[src/rtl/uart_bus_pkg.sv]
// Shared types and constants for the UART bus port: FSM state encoding and
// fixed timing constants used by the strobe sequencer.
package uart_bus_pkg;

   typedef enum logic [2:0] {
      IDLE     = 3'd0,
      RD_LOW   = 3'd1,
      RD_DONE  = 3'd2,
      RD_RECOV = 3'd3,
      WR_LOW   = 3'd4,
      WR_HOLD  = 3'd5,
      WR_TBRE  = 3'd6,
      WR_TSRE  = 3'd7
   } state_t;

   localparam int SYNC_STAGES  = 2;
   localparam int RECOV_CYCLES = 2;
   localparam int TBRE_IGNORE  = 2;
   localparam int CNT_W        = 8;

endpackage

[src/rtl/uart_rx_fifo.sv]
// Small register-based receive FIFO with wrap-around pointers; head is
// presented combinationally from registered state.
module uart_rx_fifo
   import uart_bus_pkg::*;
#(
   parameter int RX_DEPTH = 4
) (
   input  logic       CLK,
   input  logic       RST,
   input  logic       push,
   input  logic [7:0] push_data,
   input  logic       pop,
   output logic [7:0] head,
   output logic       empty,
   output logic       full
);

   localparam int PTR_W = (RX_DEPTH > 1) ? $clog2(RX_DEPTH) : 1;

   logic [7:0]       r_mem [RX_DEPTH];
   logic [PTR_W-1:0] r_wr_ptr;
   logic [PTR_W-1:0] r_rd_ptr;
   logic [PTR_W:0]   r_count;
   logic             w_push_ok;
   logic             w_pop_ok;

   assign w_push_ok = push && !full;
   assign w_pop_ok  = pop && !empty;

   // NOTE: storage is not reset; only pointers and count are, and the head is meaningless while empty.
   always_ff @(posedge CLK) begin
      if (w_push_ok) r_mem[r_wr_ptr] <= push_data;
   end

   always_ff @(posedge CLK or negedge RST) begin
      if (!RST) begin
         r_wr_ptr <= '0;
         r_rd_ptr <= '0;
         r_count  <= '0;
      end else begin
         if (w_push_ok) r_wr_ptr <= r_wr_ptr + PTR_W'(1);
         if (w_pop_ok)  r_rd_ptr <= r_rd_ptr + PTR_W'(1);
         case ({w_push_ok, w_pop_ok})
            2'b10:   r_count <= r_count + (PTR_W+1)'(1);
            2'b01:   r_count <= r_count - (PTR_W+1)'(1);
            default: r_count <= r_count;
         endcase
      end
   end

   assign head  = r_mem[r_rd_ptr];
   assign empty = (r_count == '0);
   assign full  = (r_count == (PTR_W+1)'(RX_DEPTH));

endmodule

[src/rtl/uart_bus_port.sv]
// UART chip front-end: turns the rdn/wrn/data_ready/tbre/tsre strobe protocol
// into valid/ready byte streams, arbitrating for the data bus shared with Ram1.
module uart_bus_port
   import uart_bus_pkg::*;
#(
   parameter int RD_PULSE = 2,
   parameter int WR_PULSE = 2,
   parameter int RX_DEPTH = 4
) (
   input  logic       CLK,
   input  logic       RST,
   input  logic       data_ready,
   input  logic       tbre,
   input  logic       tsre,
   output logic       rdn,
   output logic       wrn,
   output logic       bus_req,
   input  logic       bus_gnt,
   input  logic [7:0] bus_data_in,
   output logic [7:0] bus_data_out,
   output logic       bus_data_oe,
   output logic [7:0] rx_data,
   output logic       rx_valid,
   input  logic       rx_ready,
   input  logic [7:0] tx_data,
   input  logic       tx_valid,
   output logic       tx_ready,
   output logic       busy
);

   logic [SYNC_STAGES-1:0] r_drdy_sync, r_tbre_sync, r_tsre_sync;
   state_t                 r_state, w_next_state;
   logic [CNT_W-1:0]       r_cnt, w_next_cnt;
   logic                   r_tx_full;
   logic [7:0]             r_tx_hold;
   logic [7:0]             r_rx_byte;
   logic                   r_rdn, r_wrn, r_oe;
   logic [7:0]             r_bus_data_out;
   logic                   w_drdy_s, w_tbre_s, w_tsre_s;
   logic                   w_rd_wanted, w_wr_wanted, w_bus_req;
   logic                   w_fifo_empty, w_fifo_full, w_drive_next, w_tx_clear;

   // NOTE: sequential state uses non-blocking assignments so every flop samples pre-edge values.
   always_ff @(posedge CLK or negedge RST) begin
      if (!RST) begin
         r_drdy_sync <= '0;
         r_tbre_sync <= '0;
         r_tsre_sync <= '0;
      end else begin
         r_drdy_sync <= {r_drdy_sync[SYNC_STAGES-2:0], data_ready};
         r_tbre_sync <= {r_tbre_sync[SYNC_STAGES-2:0], tbre};
         r_tsre_sync <= {r_tsre_sync[SYNC_STAGES-2:0], tsre};
      end
   end

   assign w_drdy_s    = r_drdy_sync[SYNC_STAGES-1];
   assign w_tbre_s    = r_tbre_sync[SYNC_STAGES-1];
   assign w_tsre_s    = r_tsre_sync[SYNC_STAGES-1];
   assign w_rd_wanted = w_drdy_s && !w_fifo_full;
   assign w_wr_wanted = r_tx_full;

   // NOTE: every always_comb output gets a default first, so no path can infer a latch.
   always_comb begin
      w_next_state = r_state;
      w_next_cnt   = r_cnt;
      w_bus_req    = 1'b0;
      case (r_state)
         IDLE: begin
            w_bus_req = w_rd_wanted || w_wr_wanted;
            if (bus_gnt && w_rd_wanted) begin
               w_next_state = RD_LOW;
               w_next_cnt   = CNT_W'(RD_PULSE - 1);
            end else if (bus_gnt && w_wr_wanted) begin
               w_next_state = WR_LOW;
               w_next_cnt   = CNT_W'(WR_PULSE - 1);
            end
         end
         RD_LOW: begin
            w_bus_req = 1'b1;
            if (r_cnt == '0) w_next_state = RD_DONE;
            else             w_next_cnt   = r_cnt - CNT_W'(1);
         end
         RD_DONE: begin
            w_next_state = RD_RECOV;
            w_next_cnt   = CNT_W'(RECOV_CYCLES - 1);
         end
         RD_RECOV: begin
            if (r_cnt == '0) w_next_state = IDLE;
            else             w_next_cnt   = r_cnt - CNT_W'(1);
         end
         WR_LOW: begin
            w_bus_req = 1'b1;
            if (r_cnt == '0) w_next_state = WR_HOLD;
            else             w_next_cnt   = r_cnt - CNT_W'(1);
         end
         WR_HOLD: begin
            w_bus_req    = 1'b1;
            w_next_state = WR_TBRE;
            w_next_cnt   = CNT_W'(TBRE_IGNORE);
         end
         // tbre_s may still show the pre-write value for a couple of cycles.
         WR_TBRE: begin
            if (r_cnt != '0)   w_next_cnt   = r_cnt - CNT_W'(1);
            else if (w_tbre_s) w_next_state = WR_TSRE;
         end
         WR_TSRE: begin
            if (w_tsre_s) w_next_state = IDLE;
         end
         default: w_next_state = IDLE;
      endcase
   end

   assign w_drive_next = (w_next_state == WR_LOW) || (w_next_state == WR_HOLD);
   assign w_tx_clear   = (r_state == WR_TSRE) && (w_next_state == IDLE);

   always_ff @(posedge CLK or negedge RST) begin
      if (!RST) begin
         r_state        <= IDLE;
         r_cnt          <= '0;
         r_rdn          <= 1'b1;
         r_wrn          <= 1'b1;
         r_oe           <= 1'b0;
         r_bus_data_out <= '0;
         r_rx_byte      <= '0;
         r_tx_full      <= 1'b0;
         r_tx_hold      <= '0;
      end else begin
         r_state        <= w_next_state;
         r_cnt          <= w_next_cnt;
         r_rdn          <= (w_next_state != RD_LOW);
         r_wrn          <= (w_next_state != WR_LOW);
         r_oe           <= w_drive_next;
         r_bus_data_out <= w_drive_next ? r_tx_hold : 8'h00;
         if (r_state == RD_LOW && r_cnt == '0) r_rx_byte <= bus_data_in;
         if (w_tx_clear) begin
            r_tx_full <= 1'b0;
         end else if (tx_valid && !r_tx_full) begin
            r_tx_full <= 1'b1;
            r_tx_hold <= tx_data;
         end
      end
   end

   uart_rx_fifo #(.RX_DEPTH(RX_DEPTH)) u_rx_fifo (
      .CLK       (CLK),
      .RST       (RST),
      .push      (r_state == RD_DONE),
      .push_data (r_rx_byte),
      .pop       (rx_ready),
      .head      (rx_data),
      .empty     (w_fifo_empty),
      .full      (w_fifo_full)
   );

   assign rdn          = r_rdn;
   assign wrn          = r_wrn;
   assign bus_req      = w_bus_req;
   assign bus_data_out = r_bus_data_out;
   assign bus_data_oe  = r_oe;
   assign rx_valid     = !w_fifo_empty;
   assign tx_ready     = !r_tx_full;
   assign busy         = (r_state != IDLE);

endmodule

[config.mk]
export PLATFORM = sky130hd
export DESIGN_NAME = uart_bus_port
export DESIGN_NICKNAME = d
export VERILOG_FILES = /design/src/rtl/uart_bus_pkg.sv /design/src/rtl/uart_rx_fifo.sv /design/src/rtl/uart_bus_port.sv
export SDC_FILE = /design/constraint.sdc
export NUM_CORES = 1
export LEC_CHECK = 0
export BUFFER_PORTS_ARGS = -buffer_cell sky130_fd_sc_hd__buf_4
export CAP_MARGIN = 10
export CORE_UTILIZATION = 45
export DETAILED_ROUTE_END_ITERATION = 8
export HOLD_SLACK_MARGIN = 0.06
export PLACE_DENSITY = 0.66
export REMOVE_ABC_BUFFERS = 1
export SLEW_MARGIN = 15
export SYNTH_ARGS = -nofsm -noshare
export SYNTH_HDL_FRONTEND = slang
export SYNTH_SLANG_ARGS = --single-unit
[constraint.sdc]
create_clock -name CLK -period 2.5 [get_ports CLK]
set_input_delay 0.125 -clock CLK [delete_from_list [all_inputs] [get_ports CLK]]
set_output_delay 0.125 -clock CLK [all_outputs]
set_load 0.05 [all_outputs]
# ---- Word level (Yosys, flattened, before mapping)
# Memory sizes are Yosys's and may differ from the RTL's.
# Index checks and enable logic that the tools add are counted.
dict set report classes {
  add_sub_neg 5
  reduce_logical 26
  n_bitwise 1
  muxes 21
  n_eq_ne 17
}
# operator n
set op_table {}
lappend op_table {{$mux 8} 5}
lappend op_table {{$pmux 8 s5} 1}
lappend op_table {{$mux 3} 8}
lappend op_table {{$pmux 3 s8} 1}
lappend op_table {{$eq 3x3->1 const B} 7}
lappend op_table {{$logic_not 3->1} 3}
lappend op_table {{$logic_and 1x1->1} 8}
lappend op_table {{$logic_not 8->1} 1}
lappend op_table {{$reduce_bool 8->1} 1}
lappend op_table {{$sub 8x1->8 const B} 1}
lappend op_table {{$eq 3x2->1 const B} 2}
lappend op_table {{$ne 3x3->1 const B} 2}
lappend op_table {{$pmux 3 s2} 1}
lappend op_table {{$reduce_or 3->1} 2}
lappend op_table {{$reduce_bool 5->1} 1}
lappend op_table {{$add 2x1->2 const B} 2}
lappend op_table {{$mux 1} 4}
lappend op_table {{$ne 2x2->1 const B} 2}
lappend op_table {{$reduce_and 4->1} 1}
lappend op_table {{$reduce_bool 2->1} 2}
lappend op_table {{$add 3x1->3 const B} 1}
lappend op_table {{$eq 3x1->1 const B} 1}
lappend op_table {{$logic_not 1->1} 3}
lappend op_table {{$ne 3x1->1 const B} 1}
lappend op_table {{other kinds (8)} 9}
dict set report word_totals {
  regBits 52
  ram_bits 32
  mem_count 1
  in_bits 24
  elab_cells 86
}
# memory words word_bits rd rd_ports_with_merged_regs write_ports line
set memory_table {}
lappend memory_table {u_rx_fifo.r_mem 4 8 1 0 1 uart_rx_fifo.sv:20} ;# logic [7:0] r_mem [RX_DEPTH];

# ---- Logic depth before layout (Yosys ltp)
# Gate-level depths: netlist (run 1).
dict set report logic_depth {
  ltp_word 10
  mapped_depth 11
  ltp_nobuf 9
}

# ---- By module
# From an unflattened synthesis (run 1), not the netlist that was laid out.
dict set report hier_totals {
  hier_cells 240
  hier_area_um2 3547.2
}
# module n_inst cells_per_inst area_per_inst_um2
set modules_own_cells {}
lappend modules_own_cells {uart_bus_port 1 161 1954.4}
lappend modules_own_cells {uart_rx_fifo 1 79 1592.8}

# ---- Worst setup path after synthesis (run 1)
# Ideal clock, no wire load.
dict set report synth_timing {
  path_kind {reg2reg}
  startpoint {reg u_rx_fifo.r_count[1]}
  endpoint {reg u_rx_fifo.r_count[2]}
  setup_time_ns 0.079
  synth_period_minus_slack_ns 2.238
  required_time_ns 2.421
  setup_slack_ns 0.262
  stages_incl_launch_ff 11
  arrival_time_ns 2.159
  path_buffers 1
  cell_sequence {dfrtp_1 or3b_1 and3_1 clkbuf_1 inv_1 ha_1 inv_1 fa_1 xor2_1 nor2_1 xor2_1}
}
dict set report synth_via {
  elab_chain_len 5
  word_cells_on_any_way 12
}
# element line
set synth_lines {}
lappend synth_lines {{from (decl)} uart_rx_fifo.sv:23} ;# logic [PTR_W:0] r_count;
lappend synth_lines {{from (signal assigned)} uart_rx_fifo.sv:44} ;# 2'b10: r_count <= r_count + (PTR_W+1)'(1);
lappend synth_lines {{from (signal assigned)} uart_rx_fifo.sv:45} ;# 2'b01: r_count <= r_count - (PTR_W+1)'(1);
lappend synth_lines {{from (signal assigned)} uart_rx_fifo.sv:46} ;# default: r_count <= r_count;
lappend synth_lines {{$eq 3x3->1 or $logic_not 3->1 (tied branches)} {uart_rx_fifo.sv:53, uart_rx_fifo.sv:52}}
lappend synth_lines {{$logic_not 1->1 (on tied branches)} {uart_rx_fifo.sv:27, uart_rx_fifo.sv:28}}
lappend synth_lines {{$logic_and 1x1->1 (on tied branches)} {uart_rx_fifo.sv:27, uart_rx_fifo.sv:28}}
lappend synth_lines {{$eq 2x1->1 or $eq 2x2->1 (tied branches)} uart_rx_fifo.sv:43} ;# case ({w_push_ok, w_pop_ok})
lappend synth_lines {{$pmux 3 s2 or $reduce_bool 2->1 (tied branches)} -}
# Parallel ways exist; a longest one is shown, timed or not.
# A chain may end at the register's enable or synchronous reset.

# ---- Worst setup path after layout (run 1)
# Same ends and word-level chain as after synthesis.

==> flow_metrics.tcl, run 1 <==
set metrics [dict create \
    clock-sinks 84 \
    synth-simple-area-share_pct 11.2 \
    diodes 0 \
    worst-path-max-fanout 8 \
    finalWeightedCongestion 0.753 \
    fmax_ghz 0.437 \
    p_per_area_nw_per_um2 1140 \
    antenna_left 0 \
    skew_ns 0.0112 \
    drtPass1Iterations 4 \
    synth.yosys.seq_area_share_pct 65.5 \
    min_path_type "in2reg" \
    slew_headroom_pct 54.4 \
    hpwl_mm 3.75 \
    drt_iter0_drc 61 \
    cap_violations 0 \
    avgViaCountPerCell 4.94 \
    ys.flop_type "dfrtp_1" \
    route.met2.wl_mm 2.85 \
    clk_pin_slew_worst_paths_ns 0.08 \
    yosysTopAreaCellShare_pct 36.2 \
    synth_top_family_by_area "simple AND/OR/NAND/NOR gates" \
    final.min_clock_period_ns 2.29 \
    io_pins 47 \
    crit_family "simple AND/OR/NAND/NOR gates" \
    fin_ws_ns 0.213 \
    die_x_um 89.7 \
    synth_compound_area_share_pct 5.10 \
    synth-xor-area-share_pct 2.53 \
    yosysMostFrequentCell "dfrtp_1" \
    wl_per_cell_um 14.1 \
    nets 337 \
    fin_tns_setup_ns 0 \
    setup_viol 0 \
    antenna_found_initial 0 \
    wl_met3_um 247 \
    dieArea_um2 8040 \
    synth-adder-area-share_pct 2.75 \
    cp-start-kind "flip-flop" \
    critPathArrivalTime_ns 2.56 \
    grt_overflow_total 0 \
    finalCritPeriodShare_pct 91.5 \
    leakage_uw 0.00183 \
    cts_tree "done" \
    grt_use_total_pct 16.7 \
    start_util_pct 47.2 \
    cts_max_level 3 \
    synth.avg_cell_area_um2 14.9 \
    synth_edf_count 32 \
    irDropWorstVdd_v 0.000557 \
    required_ns 2.78 \
    drt-total-wl_mm 5.76 \
    port_buffers 46 \
    cts-root-buf "clkbuf_8" \
    slowest_stage "or3b_4" \
    async_reset_ff_share_pct 61.9 \
    cts_buffers 9 \
    wl_met1_mm 2.52 \
    multi_input_area_um2 1130 \
    netlist_top_cells_area "dfrtp_1 (36%), edfxtp_1 (28%), mux2_2 (5.2%)" \
    fillers 591 \
    worstMarginPinSlew_ns 0.677 \
    hold_viol 0 \
    max_stage_delay_ns 0.43 \
    cts_max_path_buffers 2 \
    yosysTopAreaCell "dfrtp_1" \
    rows 31 \
    top_layer "met4" \
    syn_to_final_growth_pct 26.0 \
    clock_latency_ns 0.35 \
    core-area_um2 7330 \
    path_cells "or3b_4 -> and3_2 -> inv_1 -> ha_1 -> inv_1 -> fa_1 -> xor2_1 -> nor2_1 -> xor2_1" \
    status "complete, no violations" \
    rsz0062_at_grt "false" \
    report.final.slew_viol_count 0 \
    die_h_um 89.7 \
    end_kind "flip-flop" \
    grt_start_max_net_pins 53 \
    syn_inst 232 \
    seqCellArea_um2 2260 \
    drcViolationCount 0 \
    yosys_warnings 0 \
    syn_area_um2 3460 \
    critPathBufInv 2 \
    synthMuxAreaShare_pct 11.0 \
    via_count 2026 \
    ys_types 44 \
    grt_pass1_wl_mm 9.71 \
    grt_pass1_vias 2083 \
    ys_ff_latch 84 \
    ys_top_cells_by_count "dfrtp_1 (50), edfxtp_1 (32), mux2_2 (16)" \
    layout-drive-gt1-share_pct 31.5 \
    place_ws_ns 0.147 \
    critPathKind "reg2reg" \
]
==> cells by family (layout without fill, tap and decap cells) <==
family          count (synthesis)  after routing
compound gates                 26             26
xor+xnor                       10             10
fa+ha+maj                       7              7
buf+inv                        17             96
flops                          84             84
mux                            26             26
simple gates                   62             62
==> report_power, final <==
group | internal [µW] | switching, µW | total [µW] | leakage [µW]
combinational | 750 | 953 | 1700 | 0.000795
sequential | 1840 | 335 | 2170 | 0.000922
clock | 575 | 493 | 1070 | 0.000109
==> state kept, by name (all words and copies together), names as in the netlist, 2 cells and up <==
name,cells
r_tsre_sync,2
r_cnt,8
r_tbre_sync,2
u_rx_fifo.r_wr_ptr,2
r_rx_byte,8
r_drdy_sync,2
u_rx_fifo.r_count,3
bus_data_out,8
r_tx_hold,8
u_rx_fifo.r_rd_ptr,2
u_rx_fifo.r_mem,32
r_state,3
==> final timing paths <==
path	from	endpoint	slack (ns)	cells past startpoint
max	u_rx_fifo.r_count[1]$_DFFE_PN0P_	u_rx_fifo.r_count[2]$_DFFE_PN0P_	0.21	9
min	rx_ready	u_rx_fifo.r_rd_ptr[0]$_DFFE_PN0P_	0.15	3
max reg2reg	u_rx_fifo.r_count[1]$_DFFE_PN0P_	u_rx_fifo.r_count[2]$_DFFE_PN0P_	0.21	9
min reg2reg	r_tbre_sync[0]$_DFF_PN0_	r_tbre_sync[1]$_DFF_PN0_	0.35	0
max in group asynchronous	RST	r_rx_byte[7]$_DFFE_PN0P_	1.72	2
min in group asynchronous	RST	r_cnt[5]$_DFFE_PN0P_	0.33	2
==> worst reg2reg max path, stage by stage (launching register included) <==
cell and delay, ns:
dfrtp_1 0.41, or3b_4 0.43, and3_2 0.27, inv_1 0.07, ha_1 0.17, inv_1 0.06
fa_1 0.38, xor2_1 0.16, nor2_1 0.11, xor2_1 0.16
==> per-layer routing <==
metal  vias up  track usage [%]
li1        984                -
met5         -                0
met2        48             27.3
met1       978             20.5
met3        16             3.93
met4         0             9.81
==> final cells by class <==
cell class,count,area share [%]
Clock buffer,10,2.93
Clock inverter,6,2.21
Inverter,11,0.948
Multi-Input combinational cell,131,25.9
Sequential cell,84,52.0
Tap cell,99,2.84
Timing Repair Buffer,69,13.1
==> cell usage in the layout, fill, tap and decap left out, types with 2 or more instances in the layout <==
| master | instances |
|---|---|
| a31oi_1 | 2 |
| nor3_1 | 3 |
| mux2i_1 | 2 |
| ha_1 | 6 |
| edfxtp_1 | 32 |
| buf_4 | 48 |
| nand3_1 | 2 |
| inv_1 | 11 |
| a211oi_1 | 2 |
| or3_1 | 5 |
| dfstp_2 | 2 |
| a21oi_1 | 5 |
| nor2_1 | 7 |
| xnor2_1 | 3 |
| clkbuf_8 | 9 |
| o21ai_0 | 8 |
| nand2b_1 | 3 |
| mux2_2 | 16 |
| nand4_1 | 6 |
| dfrtp_1 | 50 |
| xor2_1 | 7 |
| nor3b_2 | 2 |
| and2_1 | 14 |
| nor2b_1 | 3 |
| bufinv_16 | 2 |
| mux4_2 | 8 |
| nand2_1 | 8 |
| a221oi_1 | 2 |
| dlygate4sd3_1 | 21 |
==> per-stage QoR <==
step	hold slack (ns)	utilization [%]	std cells	total power, µW	instance area, µm²
after floorplan	-0.171	-	226	3410	3430
after global placement	0.199	53.4	373	3840	3920
after detailed placement	0.203	53.4	373	3900	3920
after CTS	0.130	59.3	410	5000	4350
after global routing	0.145	59.4	410	5270	4350
final	0.146	59.4	410	4940	4350
==> what timing repair did <==
item / 4_1_cts / 5_1_grt
hold endpoints to repair: 70 / 0
hold buffers: 21 / 0
buffers inserted: 0 / 0
resized for setup: 0 / 2
endpoints found under the setup margin: 0 / 1
Note: power is estimated with default switching activity, not from simulation.
==> inputs of run 2 (changes only) <==
--- a/config.mk
+++ b/config.mk
@@ -7,10 +7,12 @@
 export LEC_CHECK = 0
 export BUFFER_PORTS_ARGS = -buffer_cell sky130_fd_sc_hd__buf_4
 export CAP_MARGIN = 10
-export CORE_UTILIZATION = 45
+export CELL_PAD_IN_SITES_DETAIL_PLACEMENT = 1
+export CELL_PAD_IN_SITES_GLOBAL_PLACEMENT = 2
+export CORE_UTILIZATION = 40
 export DETAILED_ROUTE_END_ITERATION = 8
 export HOLD_SLACK_MARGIN = 0.06
-export PLACE_DENSITY = 0.66
+export PLACE_DENSITY = 0.79
 export REMOVE_ABC_BUFFERS = 1
 export SLEW_MARGIN = 15
 export SYNTH_ARGS = -nofsm -noshare
==> flow_metrics.tcl, run 2 (synthesis results as in run 1) <==
set metrics [dict create \
    status "complete, no violations" \
    syn_to_final_growth_pct 25.6 \
    irDropWorstVdd_v 0.000484 \
    rsz0062_at_grt "false" \
    layout_common_cells "dfrtp_1 (50), buf_4 (50), edfxtp_1 (32)" \
    slew_headroom_pct 55.2 \
    clk_pin_slew_worst_paths_ns 0.09 \
    cts_buffers 9 \
    drt_iter0_drc 52 \
    port_buffers 46 \
    leakage_uw 0.00182 \
    end_kind "flip-flop" \
    cts_max_level 3 \
    cts_max_path_buffers 2 \
    fmax_ghz 0.440 \
    finalWeightedCongestion 0.687 \
    wl_per_cell_um 16.2 \
    slowest_stage "or3b_4" \
    worstMarginPinSlew_ns 0.672 \
    rows 33 \
    critPathKind "reg2reg" \
    p_total_uw 4870 \
    regMostFlops "u_rx_fifo.r_mem" \
    cp-start-kind "flip-flop" \
    fin_ws_ns 0.229 \
    place_ws_ns 0.108 \
    grt_pass1_wl_mm 11.3 \
    skew_ns 0.0100 \
    required_ns 2.78 \
    antenna_left 0 \
    report.final.slew_viol_count 0 \
    max_stage_delay_ns 0.44 \
    drt-total-wl_mm 6.77 \
    hold_viol 0 \
    largest_reg_flops 32 \
    fin_tns_setup_ns 0 \
    avgViaCountPerCell 5.08 \
    min_path_type "in2reg" \
    nets 339 \
    dieArea_um2 9020 \
    finalCritPeriodShare_pct 90.8 \
    cts_tree "done" \
    drtPass1Iterations 4 \
    clock-sinks 84 \
    multi_input_area_um2 1130 \
    path_cells "or3b_4 -> and3_4 -> inv_1 -> ha_1 -> inv_1 -> fa_1 -> xor2_1 -> nor2_1 -> xor2_1" \
    cap_violations 0 \
    antenna_found_initial 0 \
    worst-path-max-fanout 8 \
    post-cts-setup-buffers 0 \
    grt_use_total_pct 17.0 \
    dp.cells 381 \
    core-area_um2 8300 \
    fillers 829 \
    p_per_area_nw_per_um2 1120 \
    setup_viol 0 \
    die_x_um 95.0 \
    final_cells 418 \
    grt_overflow_total 0 \
    die_h_um 95.0 \
    start_util_pct 41.7 \
    hpwl_mm 4.50 \
    layout-drive-gt1-share_pct 32.3 \
    drcViolationCount 0 \
    grt_start_max_net_pins 53 \
    seqCellArea_um2 2260 \
    via_count 2124 \
    grt_pass1_vias 2216 \
    io_pins 47 \
    critPathArrivalTime_ns 2.55 \
    final.min_clock_period_ns 2.27 \
    clock_latency_ns 0.35 \
    cts-root-buf "clkbuf_8" \
    diodes 0 \
]
[run 2: changes by cell type in the layout (fill, tap and decap cells not counted), sizes merged]
cell and change:
clkinvlp +1, buf +2, clkinv +1, clkbuf -1
inv +1, bufinv -2
[run 2: power by group]
part | switching, µW | internal (µW) | total (µW) | leakage [µW]
registers | 338 | 1840 | 2170 | 0.000922
logic | 1020 | 777 | 1790 | 0.000803
clock network | 527 | 378 | 905 | 0.0000897
total | 1880 | 2990 | 4870 | 0.00182
[run 2: cell type report]
| cell class | instances | share of cell area [%] |
|---|---|---|
| clock buffers | 9 | 2.85 |
| repair buffers | 71 | 13.5 |
| multi-input cells | 131 | 26.1 |
| inverters | 11 | 0.951 |
| well taps | 105 | 3.03 |
| clock inverters | 7 | 1.38 |
| flip-flops and latches | 84 | 52.2 |
[run 2: through the flow]
| step | instance area [µm²] | util [%] | hold WS [ns] |
|---|---|---|---|
| 2_1_floorplan | 3430 | - | -0.171 |
| 3_3_place_gp | 3940 | 47.5 | 0.210 |
| 3_5_place_dp | 3940 | 47.5 | 0.213 |
| 4_1_cts | 4330 | 52.2 | 0.116 |
| 5_1_grt | 4340 | 52.3 | 0.145 |
| 6_report | 4340 | 52.3 | 0.132 |
[run 2: what timing repair did]
item | in CTS | in global routing
resized for setup | 0 | 3
hold buffers | 21 | 0
setup endpoints to repair | 0 | 1
endpoints found under the hold margin | 70 | 0
[run 2: worst paths after layout]
| path | start | to | slack (ns) | cells past startpoint |
|---|---|---|---|---|
| setup / recovery | u_rx_fifo.r_count[1]$_DFFE_PN0P_ | u_rx_fifo.r_count[2]$_DFFE_PN0P_ | 0.23 | 9 |
| hold / removal | rx_ready | u_rx_fifo.r_rd_ptr[0]$_DFFE_PN0P_ | 0.13 | 3 |
| setup reg to reg | u_rx_fifo.r_count[1]$_DFFE_PN0P_ | u_rx_fifo.r_count[2]$_DFFE_PN0P_ | 0.23 | 9 |
| hold reg to reg | r_tbre_sync[0]$_DFF_PN0_ | r_tbre_sync[1]$_DFF_PN0_ | 0.36 | 0 |
| min in group asynchronous | RST | r_drdy_sync[1]$_DFF_PN0_ | 0.35 | 2 |
| max in group asynchronous | RST | r_tx_hold[5]$_DFFE_PN0P_ | 1.70 | 2 |
[run 2: critical path: cells and delay by family, from the launching register on]
family        cells  cell delay, ns
xor+xnor          2            0.32
flops             1            0.41
simple gates      3            0.80
fa+ha+maj         2            0.56
buf+inv           2            0.12
[run 2: routing by layer]
layer / up-vias / share of wire (%) / global-route usage (%)
met2: 40 / 54 / 28.6
met4: 0 / 0.46 / 6.82
met3: 4 / 3.2 / 3.70
li1: 992 / - / -
met5: - / 0 / 0
met1: 1088 / 43 / 21.4
